## config.mk

```make
export PLATFORM = sky130hd
export DESIGN_NAME = variable_part_select_round_clip
export DESIGN_NICKNAME = d
export VERILOG_FILES = /design/src/rtl/select_round_clip_lane.sv /design/src/rtl/variable_part_select_round_clip.sv
export SDC_FILE = /design/constraint.sdc
export NUM_CORES = 1
export LEC_CHECK = 0
export CORE_ASPECT_RATIO = 0.8
export CORE_MARGIN = 5
export CORE_UTILIZATION = 55
export DETAILED_ROUTE_END_ITERATION = 10
export PLACE_DENSITY = 0.84
export SLEW_MARGIN = 30
export SYNTH_ARGS = -nofsm -noshare
export SYNTH_HDL_FRONTEND = slang
export SYNTH_SLANG_ARGS = --single-unit
```

## constraint.sdc

```tcl
create_clock -name clk -period 5.7 [get_ports clk]
set_clock_uncertainty 0.05 [all_clocks]
set_input_delay 0.855 -clock clk [delete_from_list [all_inputs] [get_ports clk]]
set_output_delay 0.855 -clock clk [all_outputs]
set_load 0.05 [all_outputs]
```

## src/rtl/select_round_clip_lane.sv

```systemverilog
// One channel of the round / part-select / clip pipeline.
// Stage 1 holds the exact rounded sum; stage 2 holds the selected or clipped output.
module select_round_clip_lane #(
    parameter int WIDTH_IN  = 31,
    parameter int WIDTH_OUT = 24,
    parameter int IW        = 3
) (
    input  logic                 clk,
    input  logic                 rst,
    input  logic                 stb,
    input  logic [IW-1:0]        idx,
    input  logic                 round_en,
    input  logic [WIDTH_IN-1:0]  sample,
    input  logic                 valid,
    input  logic [IW-1:0]        idx_s1,
    output logic [WIDTH_OUT-1:0] sample_out,
    output logic                 ovf
);
    localparam int SW = WIDTH_IN + 1;
    localparam logic [SW-1:0] ONE = SW'(1);

    logic [SW-1:0]        rnd;
    logic [SW-1:0]        sum;
    logic [SW-1:0]        sum_next;
    logic signed [SW-1:0] shifted;
    logic [SW-WIDTH_OUT:0] top_bits;
    logic                 overflow;
    logic [WIDTH_OUT-1:0] clip_val;

    assign rnd = (round_en && idx != '0) ? (ONE << (idx - IW'(1))) : '0;
    assign sum_next = {sample[WIDTH_IN-1], sample} + rnd;

    // Arithmetic shift keeps sign copies above the field, so the
    // bits above the output MSB must all match for the value to fit.
    assign shifted  = $signed(sum) >>> idx_s1;
    assign top_bits = shifted[SW-1:WIDTH_OUT-1];
    assign overflow = !((&top_bits) || (~|top_bits));
    assign clip_val = sum[SW-1] ? {1'b1, {(WIDTH_OUT-1){1'b0}}}
                                : {1'b0, {(WIDTH_OUT-1){1'b1}}};

    always_ff @(posedge clk or posedge rst) begin
        if (rst) begin
            sum <= '0;
        end else if (stb) begin
            sum <= sum_next;
        end
    end

    always_ff @(posedge clk or posedge rst) begin
        if (rst) begin
            sample_out <= '0;
            ovf        <= 1'b0;
        end else if (valid) begin
            sample_out <= overflow ? clip_val : shifted[WIDTH_OUT-1:0];
            ovf        <= overflow;
        end
    end
endmodule

```

## src/rtl/variable_part_select_round_clip.sv

```systemverilog
// Multi-channel pipelined round / variable part-select / saturate stage.
// Owns the strobe and index pipeline plus the saturating overflow counter.
module variable_part_select_round_clip #(
    parameter int WIDTH_IN    = 31,
    parameter int WIDTH_OUT   = 24,
    parameter int INDEX_WIDTH = 3,
    parameter int NCHAN       = 2,
    parameter int CNT_WIDTH   = 16
) (
    input  logic                       clk,
    input  logic                       rst,
    input  logic                       clear,
    input  logic [INDEX_WIDTH-1:0]     lowidx,
    input  logic                       round_en,
    input  logic                       stb_in,
    input  logic [NCHAN*WIDTH_IN-1:0]  sample_in,
    output logic                       stb_out,
    output logic [NCHAN*WIDTH_OUT-1:0] sample_out,
    output logic [NCHAN-1:0]           ovf_out,
    output logic [CNT_WIDTH-1:0]       ovf_count
);
    localparam int unsigned MAX_IDX = WIDTH_IN - WIDTH_OUT;
    localparam int IW = (MAX_IDX < 1) ? 1 : $clog2(MAX_IDX + 1);

    generate
        if (WIDTH_OUT >= WIDTH_IN || NCHAN < 1) begin : g_illegal
            $error("variable_part_select_round_clip: illegal WIDTH_OUT/NCHAN");
        end
    endgenerate

    logic [31:0]   lowidx_ext;
    logic [IW-1:0] idx_eff;
    logic [IW-1:0] idx_s1;
    logic          valid_s1;

    assign lowidx_ext = 32'(lowidx);
    assign idx_eff = (lowidx_ext > MAX_IDX) ? IW'(MAX_IDX) : IW'(lowidx);

    always_ff @(posedge clk or posedge rst) begin
        if (rst) begin
            valid_s1 <= 1'b0;
            idx_s1   <= '0;
            stb_out  <= 1'b0;
        end else begin
            valid_s1 <= stb_in;
            stb_out  <= valid_s1;
            if (stb_in) begin
                idx_s1 <= idx_eff;
            end
        end
    end

    for (genvar ch = 0; ch < NCHAN; ch++) begin : g_lane
        select_round_clip_lane #(
            .WIDTH_IN  (WIDTH_IN),
            .WIDTH_OUT (WIDTH_OUT),
            .IW        (IW)
        ) u_lane (
            .clk        (clk),
            .rst        (rst),
            .stb        (stb_in),
            .idx        (idx_eff),
            .round_en   (round_en),
            .sample     (sample_in[ch*WIDTH_IN +: WIDTH_IN]),
            .valid      (valid_s1),
            .idx_s1     (idx_s1),
            .sample_out (sample_out[ch*WIDTH_OUT +: WIDTH_OUT]),
            .ovf        (ovf_out[ch])
        );
    end

    // Counts the output sample presented this cycle; clear wins.
    always_ff @(posedge clk or posedge rst) begin
        if (rst) begin
            ovf_count <= '0;
        end else if (clear) begin
            ovf_count <= '0;
        end else if (stb_out && (|ovf_out) && (ovf_count != '1)) begin
            ovf_count <= ovf_count + CNT_WIDTH'(1);
        end
    end
endmodule

```

==> results of run 1 <==
metal layers:
metal	part of all wire [%]	GRT usage, %	routed length, um	vias up
li1	-	-	-	4005
met1	49	38.7	12800	4141
met2	42	34.5	10900	357
met3	7.9	5.49	2050	35
met4	1.2	5.92	307	0
met5	0	0	0	-
cells in the mapped netlist, drive strengths merged (15+ instances only):
cell type,count
buf,36
mux2i,61
a31oi,31
dfrtp,135
a21oi,43
nor2,85
inv,51
nand3,74
mux4,32
o221ai,23
clkbuf,40
mux2,36
o21ai,25
nand4,15
nand2,96
xnor2,27
power breakdown:
group	switching [mW]	internal, mW
Sequential	0.136	1.08
Combinational	0.647	0.449
Clock	0.437	0.660
Total	1.22	2.19
worst min path at each step:
stage,endpoint,startpoint,cells past startpoint
final,g_lane[1].u_lane.sample_out[16],g_lane[1].u_lane.sample_out[16],2
after global routing,g_lane[1].u_lane.sample_out[21],g_lane[1].u_lane.sample_out[21],2
after global placement,g_lane[1].u_lane.sample_out[0],g_lane[1].u_lane.sample_out[0],2
after floorplan,g_lane[0].u_lane.sum[23],g_lane[0].u_lane.sum[23],2
after CTS,g_lane[1].u_lane.sample_out[16],g_lane[1].u_lane.sample_out[16],2
after detailed placement,g_lane[1].u_lane.sample_out[16],g_lane[1].u_lane.sample_out[16],2
worst max-delay path: cells and delay by family:
family	cells	cell delay [ns]
fa+ha+maj	2	0.66
buf+inv	2	0.70
compound gates	6	1.78
simple gates	3	0.96
area by class of cell:
| cell class | count | area [um2] |
|---|---|---|
| Sequential cell | 135 | 3390 |
| Clock buffer | 19 | 443 |
| Timing Repair Buffer | 147 | 1450 |
| Clock inverter | 13 | 148 |
| Multi-Input combinational cell | 762 | 5920 |
| Fill cell | 1428 | 6170 |
| Inverter | 52 | 203 |
| Tap cell | 230 | 288 |
sequential cells by signal (all words and copies together), names as in the netlist:
name,flops
g_lane.u_lane.sum,64
g_lane.u_lane.sample_out,48
ovf_count,16
idx_s1,3
g_lane.u_lane.ovf,2
stb_out,1
valid_s1,1
logic make-up after synthesis:
kind of cell,Yosys count
buf+inv,128
mux,129
flops,135
xor+xnor,41
fa+ha+maj,17
compound gates,208
simple gates,367
==> flow_metrics.tcl, run 1 <==
set metrics [dict create \
    timing.critical_path.arrival_ns 4.96 \
    finalCoreUtilization_pct 65.7 \
    power-per-cell-area_nw_per_um2 288 \
    synth-main-ff-cell "sky130_fd_sc_hd__dfrtp_1" \
    wl_per_cell_um 19.2 \
    commonest_non_fill_non_tap_cell_in_the_layout "sky130_fd_sc_hd__clkdlybuf4s50_1" \
    yosysWarnings 0 \
    min-delay-path-class "flip-flop to flip-flop" \
    final_period_minus_worst_setup_slack_ns 4.67 \
    postRouteWirelength_um 26100 \
    die_w_um 161 \
    fmax_ghz 0.214 \
    synth_area_um2 10000 \
    detailedRoute.firstPassIterationCount 6 \
    synth-adder-area-share_pct 2.25 \
    floorplan.initialDensity_pct 55.5 \
    postSynthAreaPerCell_um2 9.76 \
    regToRegEndpoint "g_lane[0].u_lane.sample_out[20]" \
    die_h_um 131 \
    fin_hold_ws_ns 0.449 \
    timing.max_cap.violations 0 \
    clock_sink_count 135 \
    finish.instance_area_um2 11800 \
    syn-instance-count 1025 \
    post_synthesis_mux_area_share_pct 18.1 \
    clk_transition_reported_paths_ns 0.06 \
    synth_edf_count 0 \
    synth_fp_nets 1111 \
    synth_top_family_by_area "simple AND/OR/NAND/NOR gates" \
    grt_pass1_vias 7959 \
    tritoncts_clock_tree "yes" \
    cp_cell_sequence "clkdlybuf4s50_1 -> or2_4 -> clkinv_4 -> ha_1 -> or3b_2 -> nor2_1 -> ha_1 -> a21o_1 -> a31oi_1 -> o2bb2ai_2 -> a31oi_2 -> o21ai_0 -> a31oi_1" \
    startpoint_type "primary input" \
    synth_xor_area_share_pct 3.59 \
    report.final.setup_viol 0 \
    timing.final.crit_share_pct 81.9 \
    total_leakage_power_nw 4.77 \
    ys_top_cells_by_area "sky130_fd_sc_hd__dfrtp_1 (34%), sky130_fd_sc_hd__mux2i_1 (6.1%), sky130_fd_sc_hd__mux4_1 (4.7%), sky130_fd_sc_hd__mux2_2 (4.1%), sky130_fd_sc_hd__nand3_1 (3.7%)" \
    ctsLongestPathBuffers 2 \
    cts-hold-fix-buffers 0 \
    hold_viol 0 \
    crit_path_start "lowidx[0]" \
    synth_compound_gate_area_share_pct 16.6 \
    h-tree-depth 4 \
    crit_slowest_cell "sky130_fd_sc_hd__a31oi_2" \
    post_route_cells_drive_above_1_share_pct 13.0 \
    worst_slew_pin_slew_ns 0.855 \
    gr-total-overflow 0 \
    portBuffers 136 \
    placer_congestion_estimate 0.940 \
    setup_repair_after_global_routing_missed_its_margin "no" \
    fin_ws_ns 1.03 \
    stdcell_count 1358 \
    report.power.total_mw 3.41 \
    cp_data_required_time_ns 5.99 \
    r2r_setup_slack_ns 2.27 \
    run_status "completed" \
    antenna_found_initial 0 \
    core_area_um2 18000 \
    timing.reg2reg.worst_path_depth 7 \
    ys_types 88 \
    critical_path.endpoint_type "flip-flop" \
    post_cts_resized 0 \
    cts-buffers-inserted 17 \
    worstSetupEndpoint "g_lane[1].u_lane.sum[11]" \
    synth_top_area_share_pct 33.8 \
    num-nets-final 1201 \
    setup-tns-final_ns 0 \
    post_cts_buffers 0 \
    grt_start_max_net_pins 117 \
    slew-limit-headroom_pct 42.9 \
    ir_drop_uv 190 \
    synth_async_sr_flop_share_pct 100 \
    synth_simple_gate_area_share_pct 18.6 \
    regToRegStartpoint "idx_s1[0]" \
    placed_cells_incl_taps 1326 \
    grt_usage_pct 24.6 \
    number_of_vias_per_cell 6.29 \
    placedInstanceArea_um2 11200 \
    grt_pass1_wl_um 42100 \
    worst-setup-path-type "primary input to flip-flop" \
    final_cell_mix "sky130_fd_sc_hd__clkdlybuf4s50_1 (135), sky130_fd_sc_hd__dfrtp_1 (131), sky130_fd_sc_hd__nand2_1 (95)" \
    area.growth.synth_to_final_pct 18.3 \
    path_max_fanout 21 \
    floorplan.die_area_um2 21000 \
    worstSkewPairLatency_ns 0.42 \
    detailed_placement_wirelength_estimate_um 19200 \
    library_cell_used_as_clock_root_buffer "sky130_fd_sc_hd__clkbuf_16" \
    placement.setup.worst_slack_ns 0.678 \
    num_io_pins 137 \
    finalMaxSlewViolations 0 \
    drt_first_iter_violations 779 \
    number_of_cell_rows 44 \
    postRouteAntennaNets 0 \
    postSynthRegisterBits 135 \
    synth_seq_area_share_pct 33.8 \
    synth_largest_area_cell "sky130_fd_sc_hd__dfrtp_1" \
    route.detailed.drc 0 \
    antenna-diode-count 0 \
    vias 8538 \
    slowest_cell_delay_on_critical_path_ns 0.66 \
]
(Power assumes the default switching activity.)
==> run 2, diff against run 1 <==
==> constraint.sdc (replaced) <==
create_clock -name clk -period 4.51 [get_ports clk]
set_clock_uncertainty 0.05 [all_clocks]
set_input_delay 0.6765 -clock clk [delete_from_list [all_inputs] [get_ports clk]]
set_output_delay 0.6765 -clock clk [all_outputs]
set_load 0.05 [all_outputs]
==> flow_metrics.tcl, run 2 (same netlist as run 1, synthesis figures left out) <==
set metrics [dict create \
    area_of_the_multi_input_gates_um2 5920 \
    timing.critical_path.arrival_ns 4.31 \
    slowest_cell_delay_on_critical_path_ns 0.53 \
    grt_pass1_wl_um 42000 \
    fillerInstances 1410 \
    wl_per_cell_um 18.9 \
    worstSkewPairLatency_ns 0.42 \
    clk_transition_reported_paths_ns 0.06 \
    largest_reg_flops 64 \
    drt_first_iter_violations 853 \
    post_route_cells_drive_above_1_share_pct 14.0 \
    library_cell_used_as_clock_root_buffer "sky130_fd_sc_hd__clkbuf_16" \
    final_period_minus_worst_setup_slack_ns 4.06 \
    placement.setup.worst_slack_ns 0.0523 \
    power-per-cell-area_nw_per_um2 364 \
    critical_path.endpoint_type "flip-flop" \
    hold_viol 0 \
    placer_congestion_estimate 0.915 \
    timing.max_cap.violations 0 \
    h-tree-depth 4 \
    total_leakage_power_nw 4.85 \
    fin_ws_ns 0.449 \
    grt_pass1_vias 7996 \
    ctsLongestPathBuffers 2 \
    min-delay-path-class "flip-flop to flip-flop" \
    grt_start_max_net_pins 116 \
    cp_data_required_time_ns 4.76 \
    floorplan.initialDensity_pct 55.5 \
    cts-buffers-inserted 17 \
    detailed_placement_wirelength_estimate_um 19200 \
    vias 8548 \
    report.final.setup_viol 0 \
    run_status "completed" \
    die_w_um 161 \
    setup_repair_after_global_routing_missed_its_margin "no" \
    core_area_um2 18000 \
    portBuffers 136 \
    num-nets-final 1212 \
    cts-hold-fix-buffers 0 \
    layout_top_registers "g_lane.u_lane.sum (64), g_lane.u_lane.sample_out (48), ovf_count (16)" \
    slew-limit-headroom_pct 42.3 \
    grt_usage_pct 24.5 \
    startpoint_type "primary input" \
    path_max_fanout 7 \
    number_of_cell_rows 44 \
    tritoncts_clock_tree "yes" \
    die_h_um 131 \
    ir_drop_uv 200 \
    postRouteAntennaNets 0 \
    route.detailed.drc 0 \
    postRouteWirelength_um 25800 \
    finalMaxSlewViolations 0 \
    crit_slowest_cell "sky130_fd_sc_hd__or3b_2" \
    post_cts_buffers 0 \
    clock_sink_count 135 \
    antenna_found_initial 0 \
    cp_cell_sequence "clkdlybuf4s50_1 -> or2_4 -> clkinv_4 -> ha_1 -> or3b_2 -> nor2_1 -> ha_1 -> a211o_1 -> a211oi_4 -> nand2b_1 -> a21oi_1 -> buf_4 -> mux2i_1 -> a211o_1" \
    timing.final.crit_share_pct 90.0 \
    area.growth.synth_to_final_pct 19.4 \
    floorplan.die_area_um2 21000 \
    antenna-diode-count 0 \
    worst_slew_pin_slew_ns 0.863 \
    gr-total-overflow 0 \
    detailedRoute.firstPassIterationCount 5 \
    fmax_ghz 0.246 \
    final_cell_mix "sky130_fd_sc_hd__clkdlybuf4s50_1 (135), sky130_fd_sc_hd__dfrtp_1 (131), sky130_fd_sc_hd__nand2_1 (95)" \
    post_cts_resized 0 \
    number_of_vias_per_cell 6.24 \
    setup-tns-final_ns 0 \
    path_delay_family "simple AND/OR/NAND/NOR gates" \
    num_io_pins 137 \
    worst-setup-path-type "primary input to flip-flop" \
    critPathBufInv 3 \
    top_register "g_lane.u_lane.sum" \
    commonest_non_fill_non_tap_cell_in_the_layout "sky130_fd_sc_hd__clkdlybuf4s50_1" \
    seqCellArea_um2 3390 \
]
run 2: path summary, 6_finish.rpt:
check | from | end | slack, ns | cells past startpoint
max in group asynchronous | rst | g_lane[0].u_lane.sum[7] | 2.88 | 3
worst min-delay path | g_lane[1].u_lane.sample_out[20] | g_lane[1].u_lane.sample_out[20] | 0.45 | 2
worst max register to register | idx_s1[1] | g_lane[0].u_lane.sample_out[11] | 1.37 | 7
min in group asynchronous | rst | g_lane[0].u_lane.sample_out[8] | 0.65 | 2
worst max-delay path | lowidx[1] | g_lane[0].u_lane.sum[16] | 0.45 | 14
worst min register to register | g_lane[1].u_lane.sample_out[20] | g_lane[1].u_lane.sample_out[20] | 0.45 | 2
run 2: per-layer routing:
metal	share of wire [%]	up-vias	track usage, %
met5	0	-	0
met1	49	4126	37.7
met2	43	355	36.2
li1	-	4045	-
met3	7.2	22	4.70
met4	0.84	0	5.32
run 2: layout make-up:
| type | count | share of cell area (%) |
|---|---|---|
| multi-input combinational | 762 | 49.6 |
| sequential | 135 | 28.4 |
| timing repair buffer | 158 | 12.8 |
| clock buffer | 19 | 3.79 |
| tap | 230 | 2.41 |
| inverter | 52 | 1.70 |
| clock inverter | 13 | 1.29 |
run 2: stage by stage:
step	power, mW	std cells	util [%]	hold slack [ns]	cell area [um2]
finish	4.35	1369	66.3	0.447	11900
global route	4.53	1369	66.3	0.466	11900
detailed placement	2.93	1337	62.9	0.434	11300
CTS	4.36	1369	66.3	0.450	11900
global placement	2.90	1337	62.9	0.431	11300
floorplan	2.50	1025	-	0.423	10000
run 2: power breakdown:
part / internal, mW / total, mW / leakage, nW / switching [mW]
registers: 1.36 / 1.54 / 1.57 / 0.175
logic: 0.573 / 1.39 / 2.98 / 0.822
clock network: 0.894 / 1.42 / 0.302 / 0.524
total: 2.83 / 4.35 / 4.85 / 1.52
run 2: worst reg2reg max path, delay by kind of cell (launching register included):
family / cells / cell delay (ns)
mux: 1 / 0.36
flops: 1 / 0.88
buf+inv: 1 / 0.34
simple gates: 1 / 0.14
compound gates: 4 / 1.23
